## config.mk

```make
export PLATFORM = sky130hd
export DESIGN_NAME = fx_ad_cap
export DESIGN_NICKNAME = d
export VERILOG_FILES = /design/src/rtl/fx_pkg.sv /design/src/rtl/fx_fifo_sync.sv /design/src/rtl/fx_ad_cap.sv
export SDC_FILE = /design/constraint.sdc
export NUM_CORES = 1
export LEC_CHECK = 0
export CAP_MARGIN = 20
export CORE_MARGIN = 5
export CORE_UTILIZATION = 53
export DETAILED_ROUTE_END_ITERATION = 16
export HOLD_SLACK_MARGIN = 0.12
export PLACE_DENSITY = 0.83
export SLEW_MARGIN = 20
export SYNTH_ARGS = -nofsm -noshare
export SYNTH_HDL_FRONTEND = slang
export SYNTH_SLANG_ARGS = --single-unit
```

## constraint.sdc

```tcl
create_clock -name clk_sys -period 3.5 [get_ports clk_sys]
set_input_delay 0.7 -clock clk_sys [delete_from_list [all_inputs] [get_ports clk_sys]]
set_output_delay 0.7 -clock clk_sys [all_outputs]
set_load 0.05 [all_outputs]
```

## src/rtl/fx_pkg.sv

```systemverilog
// fx_pkg: shared FX bus widths, register offsets and register bit positions
package fx_pkg;
    localparam int FX_AW = 16;
    localparam int FX_DW = 8;
    localparam logic [7:0] REG_ID     = 8'h00;
    localparam logic [7:0] REG_CTRL   = 8'h01;
    localparam logic [7:0] REG_STATUS = 8'h02;
    localparam logic [7:0] REG_COUNT  = 8'h03;
    localparam logic [7:0] REG_DATA_L = 8'h04;
    localparam logic [7:0] REG_DATA_H = 8'h05;
    localparam int CTRL_CAP_EN   = 0;
    localparam int CTRL_FIFO_CLR = 1;
    localparam int CTRL_OVF_CLR  = 2;
    localparam int STAT_EMPTY = 0;
    localparam int STAT_FULL  = 1;
    localparam int STAT_OVF   = 2;
endpackage

```

## src/rtl/fx_fifo_sync.sv

```systemverilog
// fx_fifo_sync: synchronous first-word-fall-through FIFO with wrapping pointers and occupancy count
module fx_fifo_sync #(
    parameter int WIDTH = 16,
    parameter int DEPTH = 16
) (
    input  logic                     clk_sys,
    input  logic                     rst,
    input  logic                     push,
    input  logic [WIDTH-1:0]         wdata,
    input  logic                     pop,
    input  logic                     clr,
    output logic [WIDTH-1:0]         head,
    output logic [$clog2(DEPTH):0]   count,
    output logic                     empty,
    output logic                     full
);
    localparam int AW = $clog2(DEPTH);
    logic [WIDTH-1:0] mem [DEPTH];
    logic [AW-1:0] wp, rp;
    logic do_push, do_pop;
    assign empty   = count == '0;
    assign full    = count == (AW+1)'(DEPTH);
    assign do_pop  = pop && !empty;
    assign do_push = push && (!full || do_pop);
    assign head    = mem[rp];
    // pointers and count; a full FIFO still accepts a push when it is popped the same cycle
    always_ff @(posedge clk_sys) begin
        if (rst || clr) begin
            wp    <= '0;
            rp    <= '0;
            count <= '0;
        end else begin
            if (do_push) wp <= wp + 1'b1;
            if (do_pop) rp <= rp + 1'b1;
            count <= count + (AW+1)'(do_push) - (AW+1)'(do_pop);
        end
    end
    // storage array, no reset needed since the count gates visibility
    always_ff @(posedge clk_sys) begin
        if (do_push && !clr) mem[wp] <= wdata;
    end
endmodule

```

## src/rtl/fx_ad_cap.sv

```systemverilog
// fx_ad_cap: ADC sample capture FIFO exposed as an FX bus register slave
module fx_ad_cap
    import fx_pkg::*;
#(
    parameter logic [7:0] DEV_ID = 8'h02,
    parameter logic [7:0] ID_VAL = 8'hA1,
    parameter int         DEPTH  = 16
) (
    input  logic             clk_sys,
    input  logic             rst,
    input  logic [15:0]      ad_data,
    input  logic             ad_vld,
    input  logic             fx_wr,
    input  logic [FX_AW-1:0] fx_waddr,
    input  logic [FX_DW-1:0] fx_data,
    input  logic             fx_rd,
    input  logic [FX_AW-1:0] fx_raddr,
    output logic [FX_DW-1:0] fx_q
);
    logic [15:0] head;
    logic [$clog2(DEPTH):0] count;
    logic [8:0] count9;
    logic [7:0] count_b, status, rdata, hold;
    logic empty, full, cap_en, ovf;
    logic rd_sel, wr_ctrl, fifo_clr, ovf_clr, rd_data_l, push, pop, ovf_set;
    logic unused_ok;
    assign rd_sel    = fx_rd && fx_raddr[15:8] == DEV_ID;
    assign wr_ctrl   = fx_wr && fx_waddr[15:8] == DEV_ID && fx_waddr[7:0] == REG_CTRL;
    assign fifo_clr  = wr_ctrl && fx_data[CTRL_FIFO_CLR];
    assign ovf_clr   = wr_ctrl && fx_data[CTRL_OVF_CLR];
    assign rd_data_l = rd_sel && fx_raddr[7:0] == REG_DATA_L;
    assign push      = ad_vld && cap_en;
    assign pop       = rd_data_l;
    assign ovf_set   = push && full && !(pop && !empty) && !fifo_clr;
    assign count9    = 9'(count);
    assign count_b   = count9[8] ? 8'hFF : count9[7:0];
    assign unused_ok = ^fx_data[7:3];

    fx_fifo_sync #(.WIDTH(16), .DEPTH(DEPTH)) u_fifo (
        .clk_sys (clk_sys),
        .rst     (rst),
        .push    (push),
        .wdata   (ad_data),
        .pop     (pop),
        .clr     (fifo_clr),
        .head    (head),
        .count   (count),
        .empty   (empty),
        .full    (full)
    );

    // read mux from current state, before this cycle's push/pop or CTRL write
    always_comb begin
        status = '0;
        status[STAT_EMPTY] = empty;
        status[STAT_FULL]  = full;
        status[STAT_OVF]   = ovf;
        rdata = fx_raddr[7:0] == REG_ID     ? ID_VAL :
                fx_raddr[7:0] == REG_CTRL   ? {7'b0, cap_en} :
                fx_raddr[7:0] == REG_STATUS ? status :
                fx_raddr[7:0] == REG_COUNT  ? count_b :
                fx_raddr[7:0] == REG_DATA_L ? (empty ? 8'h00 : head[7:0]) :
                fx_raddr[7:0] == REG_DATA_H ? hold : 8'h00;
    end

    // registered read response (zero when idle for OR-aggregation), control and sticky state
    always_ff @(posedge clk_sys) begin
        if (rst) begin
            fx_q   <= '0;
            cap_en <= 1'b0;
            ovf    <= 1'b0;
            hold   <= '0;
        end else begin
            fx_q <= rd_sel ? rdata : 8'h00;
            if (wr_ctrl) cap_en <= fx_data[CTRL_CAP_EN];
            ovf  <= ovf_set ? 1'b1 : ovf_clr ? 1'b0 : ovf;
            hold <= fifo_clr ? 8'h00 : rd_data_l ? (empty ? 8'h00 : head[15:8]) : hold;
        end
    end
endmodule

```

Yosys cells after proc, flatten, opt, wreduce, memory -nomap -nowiden
Memory sizes are Yosys's and may differ from the RTL's. A register that Yosys moved wholly into a read port is not among the register bits.
Cells that the tools add are included.
- $add $sub $neg: 4
- $mul: 0
- div/mod/pow operators: 0
- magnitude comparators: 0
- eq/ne operators: 9
- shift-type cells: 0
- multiplexer cells: 14
- bitwise gates (word level): 1
- reductions and logical operators: 27
- operators by type and width (cell ; number):
    two-way mux 8 bit ; 8
    == test 8 x 2 -> 1 bit (second input constant) ; 4
    == test 8 x 1 -> 1 bit (second input constant) ; 2
    == test 8 x 3 -> 1 bit (second input constant) ; 2
    logical AND 1 bit ; 13
    adder 4 x 1 -> 4 bit (second input constant) ; 2
    zero test 8 bit ; 1
    two-way mux 4 bit ; 2
    OR reduction 6 bit ; 1
    adder 5 x 1 -> 5 bit ; 1
    == test 5 bit (second input constant) ; 1
    zero test 5 bit ; 1
    OR reduction 5 bit ; 1
    subtractor 5 x 1 -> 5 bit ; 1
    zero test 1 bit ; 4
    two-way mux 1 bit ; 4
    OR reduction 2 bit ; 2
    OR reduction 4 bit ; 1
    logical OR 1 bit ; 2
    nonzero test 2 bit ; 1
    inverter 1 bit ; 1
- register bits after elaboration: 31
- bits in latches: 0
- bits in writable memories: 256
- bits in read-only memories: 0
- input port bits: 61
- output and inout bits: 8
- logic and storage cells: 66
- memories kept: 1
- memories (memory ; depth ; width ; rd ports ; clocked after memory_dff ; write ports ; line ; text):
    u_fifo.mem ; 16 ; 16 ; 1 ; 1 ; 1 ; fx_fifo_sync.sv:18 ; logic [WIDTH-1:0] mem [DEPTH];

Depth between registers and ports, before layout
Gate-level depths: netlist of run 1.
- word-level depth: 9
- depth in mapped cells: 16
- mapped depth without buffers: 15

Hierarchy
From an unflattened synthesis of run 1, not the netlist that was laid out.
- cell total of the unflattened synthesis: 636
- area total of the unflattened synthesis: 11587.4 µm²
- by module, submodules not included (module ; times used ; cells each ; area an instance (µm²) ; sequential area each (µm²)):
    fx_fifo_sync ; 1 ; 508 ; 10535.1 ; 8027.7
    fx_ad_cap ; 1 ; 128 ; 1052.3 ; 360.3

Worst setup path after synthesis of run 1
Ideal clock, no wire load.
- kind: input port to flip-flop
- start point: input port fx_raddr[4]
- end point: register u_fifo.count[4]
- setup time: 0.122 ns
- arrival: 3.203 ns
- data required time: 3.378 ns
- slack: 0.176 ns
- stages: 15
- path buffers: 1
- path through: or4_4 nor4_4 nand3_1 buf_2 inv_1 ha_1 inv_1 ha_1 inv_1 fa_1 inv_1 a21oi_1 nor2_1 or3_1 a21oi_1
- longest elaborated chain between the ends: 7
- ends and longest elaborated chain (element ; line ; text):
    start: declaration ; fx_ad_cap.sv:17 ; input logic [FX_AW-1:0] fx_raddr,
    == test 8 x 3 -> 1 bit (*) ; fx_ad_cap.sv:31 ; assign rd_data_l = rd_sel && fx_raddr[7:0] == REG_DATA_L;
    logical AND 1 bit (*) ; fx_ad_cap.sv:31 ;
    logical AND 1 bit (*) ; fx_fifo_sync.sv:23 ; assign do_pop = pop && !empty;
    net u_fifo.do_pop ; fx_fifo_sync.sv:20 ; logic do_push, do_pop;
    logical OR 1 bit ; fx_fifo_sync.sv:24 ; assign do_push = push && (!full || do_pop);
    logical AND 1 bit ; fx_fifo_sync.sv:24 ;
    adder 5 x 1 -> 5 bit ; fx_fifo_sync.sv:35 ; count <= count + (AW+1)'(do_push) - (AW+1)'(do_pop);
    subtractor 5 x 1 -> 5 bit (*) ; fx_fifo_sync.sv:35 ;
    end signal: assignment ; fx_fifo_sync.sv:35 ;
    end: declaration ; fx_fifo_sync.sv:13 ; output logic [$clog2(DEPTH):0] count,
The timed path passes the listed nets; every way through them passes the cells marked *.
A chain may end at the register's enable or synchronous reset.

Final worst setup path of run 1
Ends and elaborated chain as after synthesis.

==> results.sh, run 1 <==
export IMPL_status="complete, no violations"
export IMPL_gp_congestion=0.931
export IMPL_async_flop_share_pct=0
export IMPL_ys_seq_elements=291
export IMPL_switching_share_pct=18.6
export IMPL_drc=0
export IMPL_cts_tree="yes"
export IMPL_skew_ps=10.9
export IMPL_grt_first_pass_wirelength_um=40900
export IMPL_grt_pass1_vias=7054
export IMPL_syn_cell_area_um2=11800
export IMPL_yosysSeqAreaShare_pct=71.1
export IMPL_drt_iter0_drc=769
export IMPL_wl_per_cell_um=24.5
export IMPL_vdd_drop_max_mv=0.374
export IMPL_design_area_um2=14000
export IMPL_min_from="hold[6]"
export IMPL_cts_resized_gates=0
export IMPL_cp_start_kind="input pin"
export IMPL_yosys_most_used_dff="edfxtp_1"
export IMPL_clock_path_buffers=3
export IMPL_path_clk_slew_ps=60
export IMPL_r2r_start="u_fifo.count[3]"
export IMPL_synth_most_common_cell="edfxtp_1"
export IMPL_required_ps=3890
export IMPL_postRouteWirelength_um=26600
export IMPL_p_comb_share_pct=2.0
export IMPL_p_sw_w=0.00127
export IMPL_syn_avg_cell_area_um2=17.6
export IMPL_startpoint="fx_raddr[4]"
export IMPL_synth_adder_area_share_pct=1.34
export IMPL_hold_path_class="reg -> reg"
export IMPL_io_buffers=63
export IMPL_rsz0062_at_grt="no"
export IMPL_num_vias=6676
export IMPL_synth_edf_count=256
export IMPL_critical_path_endpoint_type="flip-flop"
export IMPL_synth_area_mux_share_pct=14.2
export IMPL_setup_viol=0
export IMPL_clkPwrFrac_pct=42.9
export IMPL_ff_latch_area_um2=8390
export IMPL_ys_warn_count=0
export IMPL_yosys_top_cells_area="edfxtp_1 (65%), mux4_2 (9.5%), dfxtp_1 (5.9%)"
export IMPL_intPower_w=0.00557
export IMPL_drive_gt1_share_pct=22.1
export IMPL_fin_crit_sh_pct=87.6
export IMPL_die_area_um2=25300
export IMPL_synth_common_cells="edfxtp_1 (256), mux4_2 (50), mux2i_1 (36), dfxtp_1 (35), nor2_1 (34)"
export IMPL_synth_top_area_share_pct=65.2
export IMPL_cts_root_buf="clkbuf_16"
export IMPL_antenna_found_initial=0
export IMPL_power_w=0.00684
export IMPL_grt_util_all_layers_pct=20.8
export IMPL_yosysTopAreaCell="edfxtp_1"
export IMPL_post_drt_via_cell_ratio=6.15
export IMPL_grt_max_degree=43
export IMPL_critical_path_max_fanout=2
export IMPL_start_util_pct=53.9
export IMPL_diodes=0
export IMPL_ant_nets=0
export IMPL_synth_compound_area_share_pct=4.71
export IMPL_htreeDepth=1
export IMPL_grt_overflow=0
export IMPL_clkSinkCount=291
export IMPL_post_cts_buffers=0
export IMPL_max_cap_violations=0
export IMPL_insertion_delay_ps=530
export IMPL_setup_tns_final_ps=0
export IMPL_dp_hpwl_um=17100
export IMPL_crit_type="in -> reg"
export IMPL_leakage_nw=4.43
export IMPL_worstMarginPinSlew_ps=889
export IMPL_synthSimpleGateAreaFrac_pct=6.50
export IMPL_netlist_instances=671
export IMPL_post_place_ws_ps=-96.7
export IMPL_multiInputGateArea_um2=3200
export IMPL_report_final_slew_viol_count=0
export IMPL_postCtsHoldBufs=0
export IMPL_cts_buffers=28
export IMPL_synth_cell_types=54
export IMPL_drtPass1Iterations=7
export IMPL_cp_data_arrival_time_ps=3460
export IMPL_slew_headroom_pct=40.8
export IMPL_layout_area_overhead_vs_synth_pct=18.7
export IMPL_fin_ws_ps=435
export IMPL_die_width_um=159
export IMPL_fin_crit_ps=3070
export IMPL_die_y_um=159
export IMPL_n_fill_cell=1433
export IMPL_core_um2=21900
export IMPL_max_freq_mhz=326
export IMPL_syn_num_nets=744
export IMPL_finalHoldWorstSlack_ps=483
export IMPL_hold_violations=0
export IMPL_synth_top_family_by_area="multiplexers"
export IMPL_placed_area_um2=13100
export IMPL_fin_nets=857
export IMPL_sequentialPowerShare_pct=55.1
export IMPL_rows=54
export IMPL_synth_xor_area_share_pct=0.371
export IMPL_p_per_area_nw_per_um2=488
export IMPL_io_pins=69
critical path, stage by stage:
cell and delay, ps:
clkdlybuf4s50_1 400, or4_4 560, nor4_4 280, nand3_1 140, inv_1 80, ha_1 210
inv_1 50, ha_1 150, inv_1 60, fa_1 420, inv_1 70, a21oi_1 60
nor2_1 100, or3_1 120, a21oi_1 60
worst paths after layout:
check	cells after the start	endpoint	slack [ps]
max	15	u_fifo.count[4]	430
min	2	hold[6]	480
max reg2reg	15	u_fifo.count[4]	970
min reg2reg	2	hold[6]	480
final cells by class:
type	count	share of cell area, %
repair buffers	117	7.85
well taps	280	2.50
inverters	14	0.375
clock buffers	35	5.34
clock inverters	16	1.13
flip-flops and latches	291	59.9
multi-input cells	332	22.9
layer usage:
layer  GRT usage, %  part of all wire, %  vias up
met4           6.98                  3.2        0
met5              0                    0        -
met3           4.79                  9.1       64
met2           36.0                   51      344
li1               -                    -     2925
met1           25.9                   36     3343
layout by cell type (no fill, tap or decap), types with 4 or more instances in the layout:
| master | instances |
|---|---|
| ha_1 | 11 |
| nand2_1 | 16 |
| clkinv_1 | 8 |
| nor2b_1 | 4 |
| or3b_2 | 8 |
| clkdlybuf4s50_1 | 63 |
| o22ai_1 | 7 |
| mux4_2 | 50 |
| o211ai_1 | 11 |
| inv_1 | 14 |
| nor3b_1 | 4 |
| mux2i_1 | 36 |
| nand4_1 | 7 |
| clkbuf_16 | 29 |
| a221oi_1 | 9 |
| and2_1 | 4 |
| o21bai_1 | 7 |
| nand3_1 | 23 |
| mux2_2 | 17 |
| buf_4 | 49 |
| nand2b_1 | 5 |
| nand4b_1 | 4 |
| nor2_1 | 34 |
| dfxtp_1 | 32 |
| buf_12 | 5 |
| or4_1 | 4 |
| a21oi_1 | 14 |
| o21ai_0 | 16 |
| clkbuf_1 | 6 |
| edfxtp_1 | 256 |
flip-flops by register name (all words and copies together) (netlist names), named ones only:
signal,count
ovf,1
u_fifo.rp,4
u_fifo.mem,256
u_fifo.wp,4
cap_en,1
hold,8
u_fifo.count,5
fx_q,8
cell families after synthesis:
group	after synthesis
and+or+nand+nor	131
adders and majority gates	12
DFF	291
xor gates and xnor gates	5
AOI/OAI and AO/OA	81
buffers and inverters	48
muxes	103
power groups by stage:
| stage | clock (W) | sequential, W | combinational [W] |
|---|---|---|---|
| 6_report | 0.00293 | 0.00377 | 0.000134 |
| 5_1_grt | 0.00313 | 0.00377 | 0.000145 |
| 4_1_cts | 0.00298 | 0.00377 | 0.000134 |
| 3_5_place_dp | 0 | 0.00384 | 0.000133 |
| 3_3_place_gp | 0 | 0.00384 | 0.000125 |
| 2_1_floorplan | 0 | 0.00384 | 0.0000244 |
stage by stage:
| stage | util (%) | cells |
|---|---|---|
| after floorplan | - | 671 |
| after global placement | 59.8 | 1034 |
| after detailed placement | 59.8 | 1034 |
| after CTS | 64.0 | 1085 |
| after global routing | 64.0 | 1085 |
| final | 64.0 | 1085 |
No activity file was read; power rests on OpenSTA's default activity.
==> inputs of run 2 (changes only) <==
--- a/config.mk
+++ b/config.mk
@@ -5,7 +5,8 @@
 export SDC_FILE = /design/constraint.sdc
 export NUM_CORES = 1
 export LEC_CHECK = 0
-export CAP_MARGIN = 20
+export ABC_CLOCK_PERIOD_IN_PS = 3500
+export CAP_MARGIN = 10
 export CORE_MARGIN = 5
 export CORE_UTILIZATION = 53
 export DETAILED_ROUTE_END_ITERATION = 16
==> results of run 2 <==
Same layout as run 1: the final DEF is identical, and so are final timing and power.
